### config.mk
export PLATFORM = sky130hd
export DESIGN_NAME = vend_cart_ctrl_flat
export DESIGN_NICKNAME = d
export VERILOG_FILES = /design/src/rtl/vend_pkg.sv /design/src/rtl/vend_cart_ctrl_if.sv /design/src/rtl/vend_change_sel.sv /design/src/rtl/vend_cart_ctrl.sv /design/src/flat_wrapper.sv
export SDC_FILE = /design/constraint.sdc
export NUM_CORES = 1
export LEC_CHECK = 0
export ABC_AREA = 1
export ABC_CLOCK_PERIOD_IN_PS = 5000
export CORE_ASPECT_RATIO = 1.25
export CORE_UTILIZATION = 64
export CTS_BUF_LIST = sky130_fd_sc_hd__clkbuf_8
export CTS_CLUSTER_DIAMETER = 50
export CTS_CLUSTER_SIZE = 8
export DETAILED_ROUTE_END_ITERATION = 6
export DONT_BUFFER_PORTS = 1
export PLACE_DENSITY = 0.85
export SYNTH_ARGS = -nofsm -noshare
export SYNTH_HDL_FRONTEND = slang
export SYNTH_SLANG_ARGS = --single-unit
### constraint.sdc
create_clock -name sys_clk -period 5 [get_ports sys_clk]
set_input_delay 0.5 -clock sys_clk [delete_from_list [all_inputs] [get_ports sys_clk]]
set_output_delay 0.5 -clock sys_clk [all_outputs]
set_load 0.05 [all_outputs]
### src/rtl/vend_pkg.sv
// Shared definitions for the vending cart controller: one-hot state
// encodings, coin denominations and the unit-price table.
package vend_pkg;

    // One-hot controller states; the encoding is visible on state_out.
    typedef enum logic [4:0] {
        ST_IDLE    = 5'h01,
        ST_SELECT  = 5'h02,
        ST_PAYMENT = 5'h04,
        ST_CHANGE  = 5'h08,
        ST_REFUND  = 5'h10
    } state_e;

    // Coin denominations and their one-hot positions on coin_in/coin_out.
    localparam logic [5:0] COIN_VAL_1  = 6'd1;
    localparam logic [5:0] COIN_VAL_5  = 6'd5;
    localparam logic [5:0] COIN_VAL_10 = 6'd10;
    localparam logic [5:0] COIN_VAL_20 = 6'd20;
    localparam logic [5:0] COIN_VAL_50 = 6'd50;

    localparam logic [4:0] COIN_OH_1  = 5'b00001;
    localparam logic [4:0] COIN_OH_5  = 5'b00010;
    localparam logic [4:0] COIN_OH_10 = 5'b00100;
    localparam logic [4:0] COIN_OH_20 = 5'b01000;
    localparam logic [4:0] COIN_OH_50 = 5'b10000;

    // Unit price for category/item; any code outside 1..4 prices at zero.
    function automatic logic [3:0] unit_price(input logic [2:0] cat, input logic [2:0] item);
        logic [3:0] p;
        p = 4'd0;
        case ({cat, item})
            6'o11: p = 4'd3;   6'o12: p = 4'd4;   6'o13: p = 4'd6;   6'o14: p = 4'd3;
            6'o21: p = 4'd10;  6'o22: p = 4'd8;   6'o23: p = 4'd9;   6'o24: p = 4'd7;
            6'o31: p = 4'd4;   6'o32: p = 4'd6;   6'o33: p = 4'd15;  6'o34: p = 4'd8;
            6'o41: p = 4'd9;   6'o42: p = 4'd4;   6'o43: p = 4'd5;   6'o44: p = 4'd5;
            default: p = 4'd0;
        endcase
        return p;
    endfunction

    // Value of a coin pulse; zero or multi-hot patterns are worth nothing.
    function automatic logic [5:0] coin_value(input logic [4:0] coin);
        logic [5:0] v;
        v = 6'd0;
        case (coin)
            COIN_OH_1:  v = COIN_VAL_1;
            COIN_OH_5:  v = COIN_VAL_5;
            COIN_OH_10: v = COIN_VAL_10;
            COIN_OH_20: v = COIN_VAL_20;
            COIN_OH_50: v = COIN_VAL_50;
            default:    v = 6'd0;
        endcase
        return v;
    endfunction

endpackage

### src/rtl/vend_cart_ctrl_if.sv
// Bundle of buttons, switches, coin lines and status outputs of the
// vending cart controller. Clock and reset are not part of the bundle.
//
// Signalling: every button and coin_in is a single-cycle pulse sampled on
// the rising clock edge; there is no back-pressure, a pulse is always
// consumed in the cycle it is seen (or deliberately ignored). coin_out is
// a single-cycle pulse per dispensed coin; all other outputs are levels.
interface vend_cart_ctrl_if #(
    parameter int CART_DEPTH = 4,
    parameter int QTY_W      = 2,
    parameter int MONEY_W    = 10
);
    localparam int CNT_W = $clog2(CART_DEPTH + 1);

    logic               sys_Goods;
    logic               sys_Confirm;
    logic               sys_Cancel;
    logic               sys_Change;
    logic [4:0]         coin_in;
    logic [2:0]         type_SW_high;
    logic [2:0]         type_SW_low;
    logic [QTY_W-1:0]   num_SW;
    logic [MONEY_W-1:0] input_money;
    logic [MONEY_W-1:0] need_money;
    logic [MONEY_W-1:0] change_money;
    logic [4:0]         state_out;
    logic [CNT_W-1:0]   cart_count;
    logic [4:0]         coin_out;
    logic               err_flag;

    modport master (
        output sys_Goods, sys_Confirm, sys_Cancel, sys_Change, coin_in,
               type_SW_high, type_SW_low, num_SW,
        input  input_money, need_money, change_money, state_out,
               cart_count, coin_out, err_flag
    );

    modport slave (
        input  sys_Goods, sys_Confirm, sys_Cancel, sys_Change, coin_in,
               type_SW_high, type_SW_low, num_SW,
        output input_money, need_money, change_money, state_out,
               cart_count, coin_out, err_flag
    );
endinterface

### src/rtl/vend_change_sel.sv
// Greedy coin selection: picks the largest denomination not exceeding the
// amount still owed. Purely combinational. Assumes MONEY_W >= 6 so that
// the largest coin is representable.
module vend_change_sel import vend_pkg::*; #(
    parameter int MONEY_W = 10
) (
    input  logic [MONEY_W-1:0] change_i,
    output logic [4:0]         coin_o,
    output logic [MONEY_W-1:0] value_o
);

    // Largest coin first; nothing is selected when nothing is owed.
    always_comb begin
        coin_o  = 5'b00000;
        value_o = '0;
        if (change_i >= MONEY_W'(COIN_VAL_50)) begin
            coin_o  = COIN_OH_50;
            value_o = MONEY_W'(COIN_VAL_50);
        end else if (change_i >= MONEY_W'(COIN_VAL_20)) begin
            coin_o  = COIN_OH_20;
            value_o = MONEY_W'(COIN_VAL_20);
        end else if (change_i >= MONEY_W'(COIN_VAL_10)) begin
            coin_o  = COIN_OH_10;
            value_o = MONEY_W'(COIN_VAL_10);
        end else if (change_i >= MONEY_W'(COIN_VAL_5)) begin
            coin_o  = COIN_OH_5;
            value_o = MONEY_W'(COIN_VAL_5);
        end else if (change_i != '0) begin
            coin_o  = COIN_OH_1;
            value_o = MONEY_W'(COIN_VAL_1);
        end
    end

endmodule

### src/rtl/vend_cart_ctrl.sv
// Vending cart controller: item selection into a LIFO cart, coin payment
// with saturating credit, and greedy change/refund dispensing.
// Optional feature macro VEND_AUTO_CHANGE_EN: when defined, change is paid
// out one coin per cycle without sys_Change and the controller returns to
// IDLE on its own once nothing is owed.
module vend_cart_ctrl import vend_pkg::*; #(
    parameter int CART_DEPTH = 4,
    parameter int QTY_W      = 2,
    parameter int MONEY_W    = 10
) (
    input  logic             sys_clk,
    input  logic             sys_rst_n,
    vend_cart_ctrl_if.slave  bus
);

    localparam int CNT_W = $clog2(CART_DEPTH + 1);
    localparam logic [CNT_W-1:0] CART_FULL = CNT_W'(CART_DEPTH);

    state_e             state_q, state_d;
    logic [MONEY_W-1:0] in_q, in_d;
    logic [MONEY_W-1:0] need_q, need_d;
    logic [MONEY_W-1:0] chg_q, chg_d;
    logic [CNT_W-1:0]   cnt_q, cnt_d;
    logic [MONEY_W-1:0] stack_q [CART_DEPTH];
    logic [MONEY_W-1:0] stack_d [CART_DEPTH];
    logic [4:0]         coin_out_q, coin_out_d;
    logic               err_q, err_d;

    // Only the highest-priority button of a simultaneous press is acted on.
    logic btn_cancel, btn_confirm, btn_goods, btn_change;
    assign btn_cancel  = bus.sys_Cancel;
    assign btn_confirm = bus.sys_Confirm & ~bus.sys_Cancel;
    assign btn_goods   = bus.sys_Goods & ~bus.sys_Confirm & ~bus.sys_Cancel;
    assign btn_change  = bus.sys_Change & ~bus.sys_Goods & ~bus.sys_Confirm & ~bus.sys_Cancel;

    // A dispense step happens on sys_Change, or every cycle in auto mode.
    logic disp_step;
`ifdef VEND_AUTO_CHANGE_EN
    assign disp_step = 1'b1;
`else
    assign disp_step = btn_change;
`endif

    logic [MONEY_W-1:0] item_price;
    assign item_price = MONEY_W'(unit_price(bus.type_SW_high, bus.type_SW_low)) * MONEY_W'(bus.num_SW);

    logic [5:0]         coin_val;
    logic [MONEY_W:0]   credit_sum;
    assign coin_val   = coin_value(bus.coin_in);
    assign credit_sum = {1'b0, in_q} + (MONEY_W + 1)'(coin_val);

    logic [4:0]         sel_coin;
    logic [MONEY_W-1:0] sel_val;

    vend_change_sel #(.MONEY_W(MONEY_W)) u_change_sel (
        .change_i (chg_q),
        .coin_o   (sel_coin),
        .value_o  (sel_val)
    );

    // Price of the most recently pushed item (top of the cart stack).
    logic [MONEY_W-1:0] top_price;
    always_comb begin
        top_price = '0;
        for (int i = 0; i < CART_DEPTH; i++) begin
            if (CNT_W'(i + 1) == cnt_q) top_price = stack_q[i];
        end
    end

    // Next-state and datapath updates; entering IDLE wipes the transaction.
    always_comb begin
        logic go_idle;
        go_idle    = 1'b0;
        state_d    = state_q;
        in_d       = in_q;
        need_d     = need_q;
        chg_d      = chg_q;
        cnt_d      = cnt_q;
        stack_d    = stack_q;
        coin_out_d = 5'b00000;
        err_d      = err_q;

        case (state_q)
            ST_IDLE: begin
                if (btn_confirm) state_d = ST_SELECT;
            end
            ST_SELECT: begin
                if (btn_cancel) begin
                    if (cnt_q != '0) begin
                        cnt_d  = cnt_q - CNT_W'(1);
                        need_d = need_q - top_price;
                    end else begin
                        go_idle = 1'b1;
                    end
                end else if (btn_confirm) begin
                    if (cnt_q != '0) state_d = ST_PAYMENT;
                end else if (btn_goods && item_price != '0) begin
                    if (cnt_q == CART_FULL) begin
                        err_d = 1'b1;
                    end else begin
                        for (int i = 0; i < CART_DEPTH; i++) begin
                            if (CNT_W'(i) == cnt_q) stack_d[i] = item_price;
                        end
                        cnt_d  = cnt_q + CNT_W'(1);
                        need_d = need_q + item_price;
                    end
                end
            end
            ST_PAYMENT: begin
                if (btn_cancel) begin
                    state_d = ST_REFUND;
                    chg_d   = in_q;
                    need_d  = '0;
                end else if (btn_confirm && in_q >= need_q) begin
                    state_d = ST_CHANGE;
                    chg_d   = in_q - need_q;
                end else if (coin_val != 6'd0) begin
                    if (credit_sum[MONEY_W]) begin
                        in_d  = '1;
                        err_d = 1'b1;
                    end else begin
                        in_d = credit_sum[MONEY_W-1:0];
                    end
                end
            end
            ST_CHANGE, ST_REFUND: begin
                if (disp_step) begin
                    if (chg_q != '0) begin
                        coin_out_d = sel_coin;
                        chg_d      = chg_q - sel_val;
                    end else begin
                        go_idle = 1'b1;
                    end
                end
            end
            default: go_idle = 1'b1;
        endcase

        if (go_idle) begin
            state_d = ST_IDLE;
            in_d    = '0;
            need_d  = '0;
            chg_d   = '0;
            cnt_d   = '0;
            err_d   = 1'b0;
        end
    end

    // State and datapath registers with synchronous active-low reset.
    always_ff @(posedge sys_clk) begin
        if (!sys_rst_n) begin
            state_q    <= ST_IDLE;
            in_q       <= '0;
            need_q     <= '0;
            chg_q      <= '0;
            cnt_q      <= '0;
            coin_out_q <= 5'b00000;
            err_q      <= 1'b0;
            for (int i = 0; i < CART_DEPTH; i++) stack_q[i] <= '0;
        end else begin
            state_q    <= state_d;
            in_q       <= in_d;
            need_q     <= need_d;
            chg_q      <= chg_d;
            cnt_q      <= cnt_d;
            coin_out_q <= coin_out_d;
            err_q      <= err_d;
            stack_q    <= stack_d;
        end
    end

    assign bus.input_money  = in_q;
    assign bus.need_money   = need_q;
    assign bus.change_money = chg_q;
    assign bus.state_out    = state_q;
    assign bus.cart_count   = cnt_q;
    assign bus.coin_out     = coin_out_q;
    assign bus.err_flag     = err_q;

endmodule

### src/flat_wrapper.sv
// flat-port wrapper written by rule: the top's interface ports become plain ports
module vend_cart_ctrl_flat import vend_pkg::*;
#(
    parameter int CART_DEPTH = 4,
    parameter int QTY_W      = 2,
    parameter int MONEY_W    = 10
)
  (sys_clk, sys_rst_n, bus_sys_Goods, bus_sys_Confirm, bus_sys_Cancel, bus_sys_Change, bus_coin_in, bus_type_SW_high, bus_type_SW_low, bus_num_SW, bus_input_money, bus_need_money, bus_change_money, bus_state_out, bus_cart_count, bus_coin_out, bus_err_flag);
  vend_cart_ctrl_if #(.CART_DEPTH(CART_DEPTH), .QTY_W(QTY_W), .MONEY_W(MONEY_W)) bus_i ();
  input  logic sys_clk;
  input  logic sys_rst_n;
  input wire logic [$bits(bus_i.sys_Goods)-1:0] bus_sys_Goods;
  input wire logic [$bits(bus_i.sys_Confirm)-1:0] bus_sys_Confirm;
  input wire logic [$bits(bus_i.sys_Cancel)-1:0] bus_sys_Cancel;
  input wire logic [$bits(bus_i.sys_Change)-1:0] bus_sys_Change;
  input wire logic [$bits(bus_i.coin_in)-1:0] bus_coin_in;
  input wire logic [$bits(bus_i.type_SW_high)-1:0] bus_type_SW_high;
  input wire logic [$bits(bus_i.type_SW_low)-1:0] bus_type_SW_low;
  input wire logic [$bits(bus_i.num_SW)-1:0] bus_num_SW;
  output wire logic [$bits(bus_i.input_money)-1:0] bus_input_money;
  output wire logic [$bits(bus_i.need_money)-1:0] bus_need_money;
  output wire logic [$bits(bus_i.change_money)-1:0] bus_change_money;
  output wire logic [$bits(bus_i.state_out)-1:0] bus_state_out;
  output wire logic [$bits(bus_i.cart_count)-1:0] bus_cart_count;
  output wire logic [$bits(bus_i.coin_out)-1:0] bus_coin_out;
  output wire logic [$bits(bus_i.err_flag)-1:0] bus_err_flag;
  assign bus_i.sys_Goods = bus_sys_Goods;
  assign bus_i.sys_Confirm = bus_sys_Confirm;
  assign bus_i.sys_Cancel = bus_sys_Cancel;
  assign bus_i.sys_Change = bus_sys_Change;
  assign bus_i.coin_in = bus_coin_in;
  assign bus_i.type_SW_high = bus_type_SW_high;
  assign bus_i.type_SW_low = bus_type_SW_low;
  assign bus_i.num_SW = bus_num_SW;
  assign bus_input_money = bus_i.input_money;
  assign bus_need_money = bus_i.need_money;
  assign bus_change_money = bus_i.change_money;
  assign bus_state_out = bus_i.state_out;
  assign bus_cart_count = bus_i.cart_count;
  assign bus_coin_out = bus_i.coin_out;
  assign bus_err_flag = bus_i.err_flag;
  vend_cart_ctrl #(.CART_DEPTH(CART_DEPTH), .QTY_W(QTY_W), .MONEY_W(MONEY_W)) u_core (.sys_clk(sys_clk), .sys_rst_n(sys_rst_n), .bus(bus_i));
endmodule
==> metrics.cfg, run 1 <==
[run_status]
status = finished, final reports clean

[grt]
grt_max_degree = 29
grt_pass1_vias = 5264
grt.total_usage_pct = 32.15
grt_overflow = 0
antenna_found_initial = 0
grt_pass1_wl_mm = 23.01

[power_and_ir_drop]
ir_worst_vdd_mv = 0.3113
power_density_mw_per_mm2 = 313.5
power_frac_clock_pct = 30.7
pwr-share-comb_pct = 32.4
power.internal_mw = 1.058
p_switching_mw = 0.6998
switching_share_pct = 39.80
seqPwrFrac_pct = 36.9
power_mw = 1.758
power_leakage_nw = 2.533

[placed_design]
preCtsSetupSlack_ns = 0.7201
hpwlAfterDp_mm = 10.31
dp_cells = 881
place_congestion = 0.9330
io_buffer_count = 0

[drt]
drc_errors = 0
wl_mm = 13.78
first_pass_iters = 7
drt_iter0_markers = 335
ant_nets = 0
num_vias = 5409
wl_per_cell_um = 15.36
routed_via_density = 6.030

[sta]
max_freq_ghz = 0.2412
slew_violations = 0
fin_skew_ns = 0.007981
period_share_pct = 82.93
setup_viol = 0
hold_viol = 0
rsz0062_at_grt = false
worst_pin_slew_ns = 0.9809
setup_tns_ns = 0
finalCriticalPeriod_ns = 4.147
max_slew_margin_pct = 34.60
layout_setup_ws_ns = 0.8534

[final_layout]
fin_nets = 862
num_antenna_cells = 0
layout-drive-gt1-share_pct = 7.357
area_growth_syn_to_layout_pct = 5.757
post-route-util_pct = 70.74
finalNonFillerCells = 897

[die]
die-area_mm2 = 0.008656
die_y_um = 103.8
start_util_pct = 66.89
ioPinCount = 63
die_x_um = 83.42
rows = 36
coreArea_mm2 = 0.007928

[flow_run]
drv_cap = 0

[yosys]
synth_area_mm2 = 0.005303
ys_types = 49
postSynthCellCount = 799
syn_area_per_cell_um2 = 6.637
synth_fa_ha_area_share_pct = 11.56
yosys.area_share.xor_xnor_pct = 3.303
seq_area_frac_synth_pct = 25.67
yosysWarningCount = 0
synth.area.top_cells = dfxtp_1 (26%), nand2_1 (9.8%), ha_1 (9.7%), a21oi_1 (8.1%), inv_1 (7.9%)
yosysTopAreaCellShare_pct = 25.67
synth_area_leader_cell = dfxtp_1
synthMuxAreaShare_pct = 0
syn-num-nets = 864
synth_compound_area_share_pct = 21.78
synth_top_family_by_area = simple AND/OR/NAND/NOR gates
yosys_register_bits = 68
synth_simple_gate_area_share_pct = 27.98

[critical_path]
endpoint_kind = flip-flop
required_ns = 5.29
crit_type = reg -> reg
worst-path-max-fanout = 5
critPathLaunchType = flip-flop
arrival_ns = 4.43

[cts]
cts_hold_buf = 0
numCtsBuffers = 9
h-tree-depth = 3
insertion_delay_ns = 0.37
cts.path.max_buffers = 2
cts.sinks = 68
tritoncts = built
cts-root-buf = clkbuf_8
clk_pin_slew_worst_paths_ns = 0.08
cts_setup_buffers = 0
cts_resized = 0

[min_path]
hp-class = in -> reg

## state kept, by name (all words and copies together) (netlist names)
register / cells
u_core.bus.change_money: 10
u_core.stack_q: 24
u_core.bus.coin_out: 5
u_core.bus.err_flag: 1
u_core.bus.cart_count: 3
u_core.bus.need_money: 10
u_core.bus.input_money: 10
u_core.bus.state_out: 5
## cell families (layout without fill, tap and decap cells)
family / Yosys count / in the layout
AO/OA/AOI/OAI: 209 / 209
adder cells (fa/ha/maj): 46 / 46
XOR/XNOR: 20 / 20
AND/OR/NAND/NOR: 322 / 322
flip-flops: 68 / 68
buffers and inverters: 134 / 137
## layout by cell type, fill, tap and decap left out, drive strengths merged, types with 4 or more instances in the layout
master  netlist  final
clkbuf       10     11
nor2         85     85
nor4          4      4
nor3         16     16
nand4         9      9
inv         117    117
a31oi         4      4
nand3        43     43
o21ai        82     82
nand2       149    149
a211oi        4      4
o211ai       12     12
xor2         17     17
dfxtp        68     68
or2          12     12
fa            5      5
a21oi        87     87
ha           41     41
## worst max-delay path, cell delays in order (launching register included)
cell     delay, ns
dfxtp_1       0.70
inv_1         0.22
ha_1          0.33
inv_1         0.10
nor2_1        0.11
inv_1         0.22
o21ai_0       0.10
o21ai_0       0.08
o21ai_0       0.10
o21ai_0       0.14
o21ai_0       0.11
ha_1          0.25
fa_1          0.45
o21ai_0       0.30
a21oi_1       0.13
o21ai_0       0.19
nand2_1       0.09
nand2_1       0.06
nand2_1       0.04
nand2_1       0.06
or2_2         0.10
nand3_1       0.06
a21oi_1       0.13
## final cells by class
| class | instances | area (um2) |
|---|---|---|
| multi-input combinational | 597 | 3427 |
| fill | 674 | 2320 |
| sequential | 68 | 1361 |
| inverter | 118 | 442.9 |
| clock buffer | 11 | 151.4 |
| tap | 95 | 118.9 |
| clock inverter | 5 | 83.83 |
| timing repair buffer | 3 | 22.52 |
## cell usage after synthesis (all sizes together)
library cell  instances
a211oi                4
nor3b                 1
o21a                  3
nand3b                3
o211ai               12
a31oi                 4
xor2                 17
nor2                 85
o21ai                82
o2111ai               1
dfxtp                68
a221oi                1
a32o                  1
or2                  12
nor4                  4
inv                 117
a21oi                87
o311ai                3
clkinv                1
nand2               149
xnor2                 3
fa                    5
nand3                43
nand4                 9
ha                   41
buf                   6
a22oi                 2
a2111oi               1
o221ai                1
a21o                  1
o22ai                 1
nor3                 16
o31ai                 3
o21bai                2
clkbuf               10
## layer usage
layer / vias to the layer above / GRT usage, % / wire [um]
met5: - / 0 / 0
met4: 0 / 19.85 / 589
met3: 49 / 7.171 / 1055
met2: 243 / 56.97 / 6872
met1: 2454 / 34.35 / 5262
li1: 2663 / - / -
## power by group through the flow
stage	clock network (mW)	registers, mW	logic (mW)
4_1_cts	0.538	0.648	0.561
3_5_place_dp	0	0.661	0.553
5_1_grt	0.563	0.651	0.642
3_3_place_gp	0	0.660	0.537
2_1_floorplan	0	0.657	0.452
6_report	0.540	0.648	0.570
## path summary, 6_finish.rpt
check,slack [ns],depth (start not counted),start,to
hold / removal,0.28,2,sys_rst_n,u_core.stack_q[10]
hold reg to reg,0.45,2,u_core.stack_q[11],u_core.stack_q[11]
setup reg to reg,0.85,22,u_core.bus.cart_count[0],u_core.bus.need_money[8]
setup / recovery,0.85,22,u_core.bus.cart_count[0],u_core.bus.need_money[8]
## metrics by stage
| step | hold WS (ns) | instance area [um2] |
|---|---|---|
| final | 0.2789 | 5608 |
| after global routing | 0.2696 | 5608 |
| after detailed placement | 0.4377 | 5373 |
| after CTS | 0.2648 | 5608 |
| after floorplan | 0.4238 | 5303 |
| after global placement | 0.4339 | 5373 |
Power figures use the tool's default switching activity.
==> run 2, diff against run 1 <==
--- a/config.mk
+++ b/config.mk
@@ -6,15 +6,15 @@
 export NUM_CORES = 1
 export LEC_CHECK = 0
 export ABC_AREA = 1
-export ABC_CLOCK_PERIOD_IN_PS = 5000
+export ABC_CLOCK_PERIOD_IN_PS = 3500
 export CORE_ASPECT_RATIO = 1.25
-export CORE_UTILIZATION = 64
+export CORE_UTILIZATION = 60
 export CTS_BUF_LIST = sky130_fd_sc_hd__clkbuf_8
 export CTS_CLUSTER_DIAMETER = 50
 export CTS_CLUSTER_SIZE = 8
 export DETAILED_ROUTE_END_ITERATION = 6
 export DONT_BUFFER_PORTS = 1
-export PLACE_DENSITY = 0.85
+export PLACE_DENSITY = 0.84
 export SYNTH_ARGS = -nofsm -noshare
 export SYNTH_HDL_FRONTEND = slang
 export SYNTH_SLANG_ARGS = --single-unit
==> constraint.sdc (replaced) <==
create_clock -name sys_clk -period 3.5 [get_ports sys_clk]
set_input_delay 0.35 -clock sys_clk [delete_from_list [all_inputs] [get_ports sys_clk]]
set_output_delay 0.35 -clock sys_clk [all_outputs]
set_load 0.05 [all_outputs]
==> metrics.cfg, run 2 (same netlist as run 1, synthesis figures left out) <==
[critical_path]
critPathLaunchType = primary input
r2r_end = u_core.bus.need_money[6]
r2r_slack_ns = 0.04
required_ns = 3.72
crit_type = in -> reg
worstRegToRegCells = 20
arrival_ns = 3.81
endpoint_kind = flip-flop
r2r-start = u_core.bus.cart_count[0]
worst-path-max-fanout = 6

[sta]
layout_setup_ws_ns = -0.08454
finalCriticalPeriod_ns = 3.585
slew_violations = 0
fin_skew_ns = 0.01200
setup_tns_ns = -0.2527
hold_viol = 0
max_freq_ghz = 0.2790
worst_pin_slew_ns = 0.6066
max_slew_margin_pct = 59.50
rsz0062_at_grt = true
period_share_pct = 102.4
setup_viol = 4

[min_path]
holdPathStages = 2
holdPathEnd = u_core.stack_q[0]
hp-class = in -> reg
holdCritStartpoint = sys_rst_n

[cts]
clk_pin_slew_worst_paths_ns = 0.08
tritoncts = built
insertion_delay_ns = 0.37
cts.path.max_buffers = 2
h-tree-depth = 3
cts-root-buf = clkbuf_8
cts.sinks = 68
cts_hold_buf = 0
numCtsBuffers = 9

[die]
start_util_pct = 61.62
ioPinCount = 63
die_x_um = 86.09
die_y_um = 107.1
coreArea_mm2 = 0.008606
rows = 38
die-area_mm2 = 0.009220

[drt]
wl_mm = 16.54
routed_via_density = 5.978
wl_per_cell_um = 16.41
first_pass_iters = 5
ant_nets = 0
drc_errors = 0
drt_iter0_markers = 458
num_vias = 6026

[final_layout]
post-route-util_pct = 75.81
layout-drive-gt1-share_pct = 22.18
num_antenna_cells = 0
final_cell_mix = nand2_1 (129), inv_1 (107), buf_4 (88), nor2_1 (78)
area_growth_syn_to_layout_pct = 23.03
fin_nets = 948
largest_reg_flops = 24
top_register = u_core.stack_q
layout_commonest_cell = nand2_1

[power_and_ir_drop]
power_density_mw_per_mm2 = 417.0
power_leakage_nw = 2.983
ir_worst_vdd_mv = 0.2293

[run_status]
status = finished with violations
violations = setup timing

[grt]
grt_pass1_wl_mm = 25.54
grt_pass1_vias = 5907
antenna_found_initial = 0
grt_overflow = 0
grt.total_usage_pct = 34.69
grt_max_degree = 29

[placed_design]
io_buffer_count = 0
hpwlAfterDp_mm = 11.59
place_congestion = 0.9302

[flow_run]
drv_cap = 0

==> run 2: changes by cell type in the layout (fill, tap and decap cells not counted), moves of 5 or more <==
cell	previous run	this run
buf_4	3	88
a21oi_1	86	75
a21oi_2	1	11
nand2_1	139	129
ha_1	41	33
o21ai_0	81	75
ha_4	0	5
nand2_2	7	12
nand2_4	3	8
nor2_1	83	78
==> run 2: worst max-delay path, cell delays in order <==
cell and delay, ns:
nand3b_1 0.17, inv_2 0.09, a21oi_1 0.04, o211ai_1 0.16, o211ai_1 0.14, nor2_1 0.13
ha_2 0.20, inv_2 0.05, fa_2 0.36, or2_4 0.26, nand2_1 0.08, nand3_2 0.10
buf_4 0.17, inv_1 0.12, a21oi_2 0.08, a21oi_2 0.13, ha_2 0.29, nand2_1 0.14
nor2_1 0.08, nor2_1 0.13, nand2_1 0.10, or2_2 0.29, nand3_1 0.08, a21oi_1 0.06
==> run 2: area by class of cell <==
| class | count | area (um2) |
|---|---|---|
| clock buffers | 9 | 123.9 |
| clock inverters | 7 | 75.07 |
| fillers | 635 | 2082 |
| inverters | 118 | 442.9 |
| multi-input cells | 597 | 3699 |
| flip-flops and latches | 68 | 1361 |
| well taps | 120 | 150.1 |
| repair buffers | 89 | 671.9 |
==> run 2: worst max path at each step <==
stage,from,endpoint,slack [ns],cells after the start
after floorplan,bus_type_SW_low[2],u_core.bus.need_money[8],-0.07,28
after global placement,bus_type_SW_low[1],u_core.bus.need_money[8],-0.23,27
after detailed placement,bus_type_SW_low[1],u_core.bus.need_money[8],-0.49,27
after CTS,bus_type_SW_low[1],u_core.bus.need_money[8],-0.01,27
after global routing,bus_type_SW_low[1],u_core.bus.need_money[7],-0.28,24
final,bus_type_SW_low[1],u_core.bus.need_money[7],-0.08,24
==> run 2: timing repair <==
action                                  4_1_cts  5_1_grt
endpoints found under the hold margin         0        0
gates resized for setup                      16       48
endpoints found under the setup margin        2        8
buffers inserted                              6       12
gates cloned                                  0        0
pin swaps                                    11       28
==> run 2: metal layers <==
| layer | vias to the layer above | track usage (%) | routed length [um] |
|---|---|---|---|
| met1 | 2806 | 34.42 | 5943 |
| met3 | 75 | 7.467 | 1204 |
| met2 | 309 | 65.02 | 8588 |
| met5 | - | 0 | 0 |
| met4 | 0 | 20.60 | 803 |
| li1 | 2836 | - | - |
==> run 2: per-stage QoR <==
stage	cell area, um2	power (mW)	instances	hold slack [ns]	setup slack [ns]
after floorplan	5328	1.591	799	0.4238	-0.06849
after global placement	5939	1.802	974	0.4341	-0.2316
after detailed placement	5939	1.849	974	0.4361	-0.4861
after CTS	6227	2.545	996	0.1057	-0.01089
after global routing	6524	2.856	1008	0.1160	-0.2826
final	6524	2.721	1008	0.1167	-0.08454
==> run 2: power by group <==
| part | switching [mW] | leakage [nW] | internal (mW) |
|---|---|---|---|
| logic | 0.726 | 2.34 | 0.444 |
| registers | 0.0707 | 0.548 | 0.801 |
| clock network | 0.348 | 0.0918 | 0.331 |
| total | 1.14 | 2.98 | 1.58 |
==> run 3, diff against run 2 <==
--- a/config.mk
+++ b/config.mk
@@ -8,13 +8,13 @@
 export ABC_AREA = 1
 export ABC_CLOCK_PERIOD_IN_PS = 3500
 export CORE_ASPECT_RATIO = 1.25
-export CORE_UTILIZATION = 60
+export CORE_UTILIZATION = 49
 export CTS_BUF_LIST = sky130_fd_sc_hd__clkbuf_8
 export CTS_CLUSTER_DIAMETER = 50
 export CTS_CLUSTER_SIZE = 8
 export DETAILED_ROUTE_END_ITERATION = 6
 export DONT_BUFFER_PORTS = 1
-export PLACE_DENSITY = 0.84
+export PLACE_DENSITY = 0.71
 export SYNTH_ARGS = -nofsm -noshare
 export SYNTH_HDL_FRONTEND = slang
 export SYNTH_SLANG_ARGS = --single-unit
==> metrics.cfg, run 3 (same netlist as run 1, synthesis figures left out) <==
[power_and_ir_drop]
power_density_mw_per_mm2 = 395.6
power_leakage_nw = 3.000
switching_share_pct = 41.97
power_frac_clock_pct = 23.9
seqPwrFrac_pct = 32.4
power.internal_mw = 1.517
p_switching_mw = 1.097
power_mw = 2.615
ir_worst_vdd_mv = 0.1877
pwr-share-comb_pct = 43.7

[critical_path]
crit_type = in -> reg
cp_slowest_cell = ha_4
r2r_end = u_core.bus.need_money[8]
crit_end = u_core.bus.need_money[8]
cp_slowest_stage_delay_ns = 0.30
r2r-start = u_core.bus.cart_count[1]
r2r_slack_ns = 0.19
cp_common_cell = buf_4
endpoint_kind = flip-flop
critPathLaunchType = primary input
required_ns = 3.72
worstRegToRegCells = 20
crit_start = bus_type_SW_low[2]
arrival_ns = 3.66
worst-path-max-fanout = 4

[sta]
fin_skew_ns = 0.01010
slew_violations = 0
rsz0062_at_grt = true
period_share_pct = 98.35
hold_viol = 0
finalCriticalPeriod_ns = 3.442
worst_pin_slew_ns = 0.6098
max_freq_ghz = 0.2905
layout_setup_ws_ns = 0.05765
max_slew_margin_pct = 59.29
setup_viol = 0

[cts]
numCtsBuffers = 9
cts.sinks = 68
insertion_delay_ns = 0.36
tritoncts = built
cts_hold_buf = 0
cts.path.max_buffers = 2
h-tree-depth = 3
clk_pin_slew_worst_paths_ns = 0.08
cts-root-buf = clkbuf_8

[placed_design]
io_buffer_count = 0
hpwlAfterDp_mm = 11.77
place_congestion = 0.9077
preCtsSetupSlack_ns = -0.4815

[final_layout]
layout_commonest_cell = nand2_1
fin_nets = 950
num_antenna_cells = 0
top_register = u_core.stack_q
final_cell_mix = nand2_1 (127), inv_1 (103), buf_4 (88), nor2_1 (79)
largest_reg_flops = 24
layout-drive-gt1-share_pct = 23.48
area_growth_syn_to_layout_pct = 24.66

[die]
die-area_mm2 = 0.01124
start_util_pct = 50.20
die_y_um = 118.3
die_x_um = 95.05
coreArea_mm2 = 0.01056
ioPinCount = 63
rows = 42

[grt]
grt_pass1_wl_mm = 25.02
grt_pass1_vias = 5603
grt_overflow = 0
antenna_found_initial = 0
grt.total_usage_pct = 28.06
grt_max_degree = 29

[flow_run]
drv_cap = 0

[drt]
drt_iter0_markers = 250
wl_mm = 15.89
wl_per_cell_um = 15.55
routed_via_density = 5.653
ant_nets = 0
drc_errors = 0
num_vias = 5777
first_pass_iters = 5

[min_path]
hp-class = in -> reg

[run_status]
status = finished, final reports clean

==> run 3: routing by layer <==
layer,global-route usage [%],up-vias,part of all wire (%)
li1,-,2841,-
met3,5.856,50,5.2
met5,0,-,0
met1,30.08,2704,38
met2,50.63,182,53
met4,13.83,0,3.4
==> run 3: worst min-delay path by stage <==
stage | startpoint | endpoint | depth (start not counted) | slack, ns
floorplan | u_core.stack_q[11] | u_core.stack_q[11] | 2 | 0.42
global placement | u_core.stack_q[34] | u_core.stack_q[34] | 2 | 0.43
detailed placement | u_core.stack_q[11] | u_core.stack_q[11] | 2 | 0.44
CTS | sys_rst_n | u_core.stack_q[22] | 2 | 0.11
global route | sys_rst_n | u_core.stack_q[12] | 2 | 0.11
finish | sys_rst_n | u_core.stack_q[22] | 2 | 0.13
==> run 3: critical path: cells and delay by family <==
family	cells	cell delay, ns
fa+ha+maj	2	0.54
simple gates	11	1.24
buf+inv	8	0.74
compound gates	8	0.81
==> run 3: cell type report <==
cell class | instances | area, um2
Timing Repair Buffer | 91 | 694.4
Tap cell | 132 | 165.2
Inverter | 118 | 445.4
Clock buffer | 10 | 137.6
Multi-Input combinational cell | 597 | 3759
Clock inverter | 6 | 47.55
Sequential cell | 68 | 1361
Fill cell | 966 | 3953
==> run 3: power by group through the flow <==
| stage | registers (mW) | clock network [mW] | logic [mW] |
|---|---|---|---|
| after floorplan | 0.939 | 0 | 0.653 |
| after global placement | 0.864 | 0 | 0.971 |
| after detailed placement | 0.865 | 0 | 0.997 |
| after CTS | 0.847 | 0.636 | 1.03 |
| after global routing | 0.853 | 0.670 | 1.26 |
| final | 0.847 | 0.626 | 1.14 |
==> run 3: per-stage QoR <==
step	util (%)	cells	TNS [ns]	cell area (um2)	hold slack [ns]
2_1_floorplan	-	799	-0.06849	5328	0.4238
3_3_place_gp	56.66	990	-0.5903	5984	0.4342
3_5_place_dp	56.66	990	-1.735	5984	0.4359
4_1_cts	59.73	1016	0	6309	0.1134
5_1_grt	62.58	1022	-0.3601	6610	0.1112
6_report	62.58	1022	0	6610	0.1306
==> run 3: what timing repair did <==
item / in CTS / in global routing
endpoints found under the setup margin: 1 / 11
setup buffers: 10 / 6
gates cloned: 0 / 0
gates resized for setup: 21 / 60
pin swaps: 18 / 35
